==> config.mk <==
export PLATFORM = sky130hd
export DESIGN_NAME = sync_bistable_bank
export DESIGN_NICKNAME = d
export VERILOG_FILES = /design/src/rtl/sync_bistable_bank.sv
export SDC_FILE = /design/constraint.sdc
export NUM_CORES = 1
export LEC_CHECK = 0
export BUFFER_PORTS_ARGS = -buffer_cell sky130_fd_sc_hd__buf_2
export CORE_UTILIZATION = 46
export DETAILED_ROUTE_END_ITERATION = 7
export GPL_TIMING_DRIVEN = 0
export PLACE_DENSITY_LB_ADDON = 0.05
export SLEW_MARGIN = 40
export SYNTH_ARGS = -nofsm -noshare
export SYNTH_HDL_FRONTEND = slang
export SYNTH_SLANG_ARGS = --single-unit
==> constraint.sdc <==
create_clock -name clk_i -period 3.06 [get_ports clk_i]
set_input_delay 0.612 -clock clk_i [delete_from_list [all_inputs] [get_ports clk_i]]
set_output_delay 0.612 -clock clk_i [all_outputs]
set_load 0.005 [all_outputs]
==> src/rtl/sync_bistable_bank.sv <==
// Bank of clocked bistables replacing cross-coupled-inverter latches.
// Async set/clear are synchronized and rising-edge detected; sw pulses act directly.
module sync_bistable_bank #(
  parameter int unsigned          CHANNELS    = 8,
  parameter int unsigned          SYNC_STAGES = 2,
  parameter logic [CHANNELS-1:0]  RESET_VAL   = '0,
  parameter int unsigned          CONFLICT    = 0
) (
  input  logic                clk_i,
  input  logic                rst_ni,
  input  logic [CHANNELS-1:0] set_in_i,
  input  logic [CHANNELS-1:0] clr_in_i,
  input  logic [CHANNELS-1:0] sw_set_i,
  input  logic [CHANNELS-1:0] sw_clr_i,
  input  logic [CHANNELS-1:0] ack_i,
  output logic [CHANNELS-1:0] q_o,
  output logic [CHANNELS-1:0] qn_o,
  output logic [CHANNELS-1:0] chg_o,
  output logic [CHANNELS-1:0] sticky_o
);

  logic [CHANNELS-1:0] set_sync_q [SYNC_STAGES];
  logic [CHANNELS-1:0] clr_sync_q [SYNC_STAGES];
  logic [CHANNELS-1:0] set_dly_q, clr_dly_q;
  logic [CHANNELS-1:0] set_evt, clr_evt;
  logic [CHANNELS-1:0] set_req, clr_req;
  logic [CHANNELS-1:0] q_d, q_q;
  logic [CHANNELS-1:0] chg_d, chg_q;
  logic [CHANNELS-1:0] sticky_d, sticky_q;

  // Synchronizers and edge-detect delay flops; reset discards in-flight events.
  always_ff @(posedge clk_i or negedge rst_ni) begin
    if (!rst_ni) begin
      for (int s = 0; s < SYNC_STAGES; s++) begin
        set_sync_q[s] <= '0;
        clr_sync_q[s] <= '0;
      end
      set_dly_q <= '0;
      clr_dly_q <= '0;
    end else begin
      set_sync_q[0] <= set_in_i;
      clr_sync_q[0] <= clr_in_i;
      for (int s = 1; s < SYNC_STAGES; s++) begin
        set_sync_q[s] <= set_sync_q[s-1];
        clr_sync_q[s] <= clr_sync_q[s-1];
      end
      set_dly_q <= set_sync_q[SYNC_STAGES-1];
      clr_dly_q <= clr_sync_q[SYNC_STAGES-1];
    end
  end

  always_comb begin
    set_evt = set_sync_q[SYNC_STAGES-1] & ~set_dly_q;
    clr_evt = clr_sync_q[SYNC_STAGES-1] & ~clr_dly_q;
    set_req = set_evt | sw_set_i;
    clr_req = clr_evt | sw_clr_i;
  end

  always_comb begin
    q_d = q_q;
    for (int i = 0; i < CHANNELS; i++) begin
      case ({set_req[i], clr_req[i]})
        2'b10: q_d[i] = 1'b1;
        2'b01: q_d[i] = 1'b0;
        2'b11: begin
          // Mode 3 (hold) leaves the default in place.
          if (CONFLICT == 0) begin
            q_d[i] = 1'b1;
          end else if (CONFLICT == 1) begin
            q_d[i] = 1'b0;
          end else if (CONFLICT == 2) begin
            q_d[i] = ~q_q[i];
          end
        end
        default: q_d[i] = q_q[i];
      endcase
    end
  end

  // A change in the same cycle as ack keeps the sticky bit set.
  always_comb begin
    chg_d    = q_d ^ q_q;
    sticky_d = chg_d | (sticky_q & ~ack_i);
  end

  always_ff @(posedge clk_i or negedge rst_ni) begin
    if (!rst_ni) begin
      q_q      <= RESET_VAL;
      chg_q    <= '0;
      sticky_q <= '0;
    end else begin
      q_q      <= q_d;
      chg_q    <= chg_d;
      sticky_q <= sticky_d;
    end
  end

  assign q_o      = q_q;
  assign qn_o     = ~q_q;
  assign chg_o    = chg_q;
  assign sticky_o = sticky_q;

endmodule

==> impl_metrics.toml <==
[critical_path]
crit_path_end_kind = "output pin"
cp_max_fo = 5
crit_type = "reg -> out"
startpoint_type = "flip-flop"
worstPathRequired_ps = 2450
crit_arrival_ps = 960
r2r_start = "set_sync_q[1]$_DFF_PN0_"
reg2reg_to = "sticky_o[1]$_DFF_PN0_"
reg2reg_slack_ps = 1960
r2r_cells = 3

[grt]
grt_pass1_vias = 1495
grt_pass1_wl_um = 6070
antenna_found_initial = 0
grt_max_degree = 46
grt_overflow = 0
grt_use_total = 0.156

[clocking]
cts_max_level = 3
clk_latency_ps = 330
clkTransAtPathRegs_ps = 80
post-cts-setup-buffer-count = 0
tritoncts = "yes"
ctsHoldBuffers = 0
cts_root_buf = "clkbuf_8"
cts_max_path_buffers = 2
numClockSinks = 72
cts_made_buffers = 9
cts_resized = 0

[logic_synthesis]
synthTopCellsByArea = "dfrtp_1, nand2b_4, inv_1, o221ai_1, a2111o_1"
yosysWarnings = 0
synth_compound_area_frac = 0.118
synth_top_area_cell = "dfrtp_1"
yosys_register_bits = 72
synth_top_family_by_area = "compound AO/OA/AOI/OAI gates"
synth_cell_type_count = 14
ys_seq_area_frac = 0.767
syn_inst = 152
syn_nets = 194
muxShareOfSynthArea = 0
synthSimpleGateAreaFrac = 0.0767
synthAdderAreaFrac = 0
synth_xor_xnor_area_share = 0
avgSynthCellArea_um2 = 15.5
synth_top_area_frac = 0.767
synth.cell_area_um2 = 2350

[layout]
antennaDiodeCount = 0
layout-drive-gt1-share = 0.438
final_cell_mix = "dfrtp_1, buf_2, inv_1, clkbuf_8"
n_fill_cell = 394
area_delta_synth_final_pct = 27.4
fin_nets = 279
fin_cells = 309
final_area_um2 = 2990

[die]
rows = 25
start_util = 0.488
die_h_um = 73.5
die_area_um2 = 5400
io-pin-count = 74
die_w_um = 73.5
core_um2 = 4820

[placement]
numPortBuffers = 73
dpl_cell_area_um2 = 2820
dpl.hpwl_um = 2700
dp_slack_ps = 1770
globalplace.congestion = 0.679
dp_cells = 293

[power_and_ir_drop]
ir_drop_v = 0.000377
p_total_mw = 1.85
power.density_nw_per_um2 = 619
p_leak_nw = 1.52

[route]
vias_per_cell = 4.77
post_drt_wl_per_cell_um = 12.0
via_count = 1474
antenna_left = 0
drt_iter0_drc = 44
drtPass1Iterations = 4
wl_um = 3710
drcViolationCount = 0

[timing]
layout_min_cycle_time_ps = 1570
clock.fmax_ghz = 0.638
fin_crit_sh = 0.512
skew_ps = 10.4
fin_tns_setup_ps = 0
hold_violations = 0
tightestPinTransition_ps = 347
setup_viol = 0
rsz0062_at_grt = "false"
postLayoutSetupSlackWorst_ps = 1490
relSlewSlack = 0.768
drv_slew = 0

[flow_run]
cap_violations = 0

[status]
status = "finished clean"

[min_path]
min-delay-path-class = "in -> async"
[worst max-delay path, stage by stage, from the launching register on]
cell and delay, ps:
dfrtp_1 420, inv_1 90, buf_2 110
[flip-flops by register name, indices dropped and copies added, names as in the netlist]
register and flops:
q_o 8, clr_dly_q 8, set_dly_q 8, clr_sync_q 16, chg_o 8, set_sync_q 16, sticky_o 8
[routing by layer]
| layer | up-vias | track usage | wire length [um] | part of all wire |
|---|---|---|---|---|
| met3 | 10 | 0.0370 | 181 | 0.049 |
| met2 | 44 | 0.267 | 1950 | 0.53 |
| met4 | 0 | 0.115 | 97 | 0.026 |
| met5 | - | 0 | 0 | 0 |
| li1 | 691 | - | - | - |
| met1 | 729 | 0.167 | 1480 | 0.40 |
[final cells by class]
class	instances	area (um^2)	share of cell area
clock buffers	10	138	0.0460
flip-flops and latches	72	1800	0.602
repair buffers	74	388	0.130
well taps	67	83.8	0.0280
inverters	24	90.1	0.0301
clock inverters	6	35.0	0.0117
multi-input cells	56	458	0.153
[metrics by stage]
step	hold slack, ps	utilization
after floorplan	316	-
after global placement	332	0.581
after detailed placement	335	0.586
after CTS	178	0.622
after global routing	195	0.622
final	181	0.622
[where the power goes]
part | leakage [nW] | internal (mW) | switching (mW) | total, mW
registers | 0.837 | 1.02 | 0.0320 | 1.05
logic | 0.593 | 0.0861 | 0.0798 | 0.166
clock network | 0.0878 | 0.310 | 0.328 | 0.638
[cell usage after synthesis]
cell        n
a2111o_1    6
a311o_2     6
and2_1      2
dfrtp_1    72
inv_1      20
inv_2       4
nand2b_1    2
nand2b_4    6
nor2_1      6
nor2b_1     8
o2111ai_1   2
o21ai_1     8
o221ai_1    8
o31ai_1     2
[how the worst max path moves through the flow]
| stage | cells past startpoint | startpoint | slack [ps] | endpoint |
|---|---|---|---|---|
| 4_1_cts | 2 | q_o[7]$_DFF_PN0_ | 1470 | qn_o[7] |
| 6_report | 2 | q_o[7]$_DFF_PN0_ | 1490 | qn_o[7] |
| 3_3_place_gp | 1 | rst_ni | 1150 | set_sync_q[13]$_DFF_PN0_ |
| 5_1_grt | 2 | q_o[7]$_DFF_PN0_ | 1430 | qn_o[7] |
| 2_1_floorplan | 3 | sw_clr_i[1] | 1910 | sticky_o[1]$_DFF_PN0_ |
| 3_5_place_dp | 4 | sw_clr_i[5] | 1770 | sticky_o[5]$_DFF_PN0_ |
[kinds of logic (layout without fill, tap and decap cells)]
group / count (synthesis) / in the layout
flops: 72 / 72
compound gates: 32 / 32
simple gates: 24 / 24
buf+inv: 24 / 114
Power figures use the tool's default switching activity.
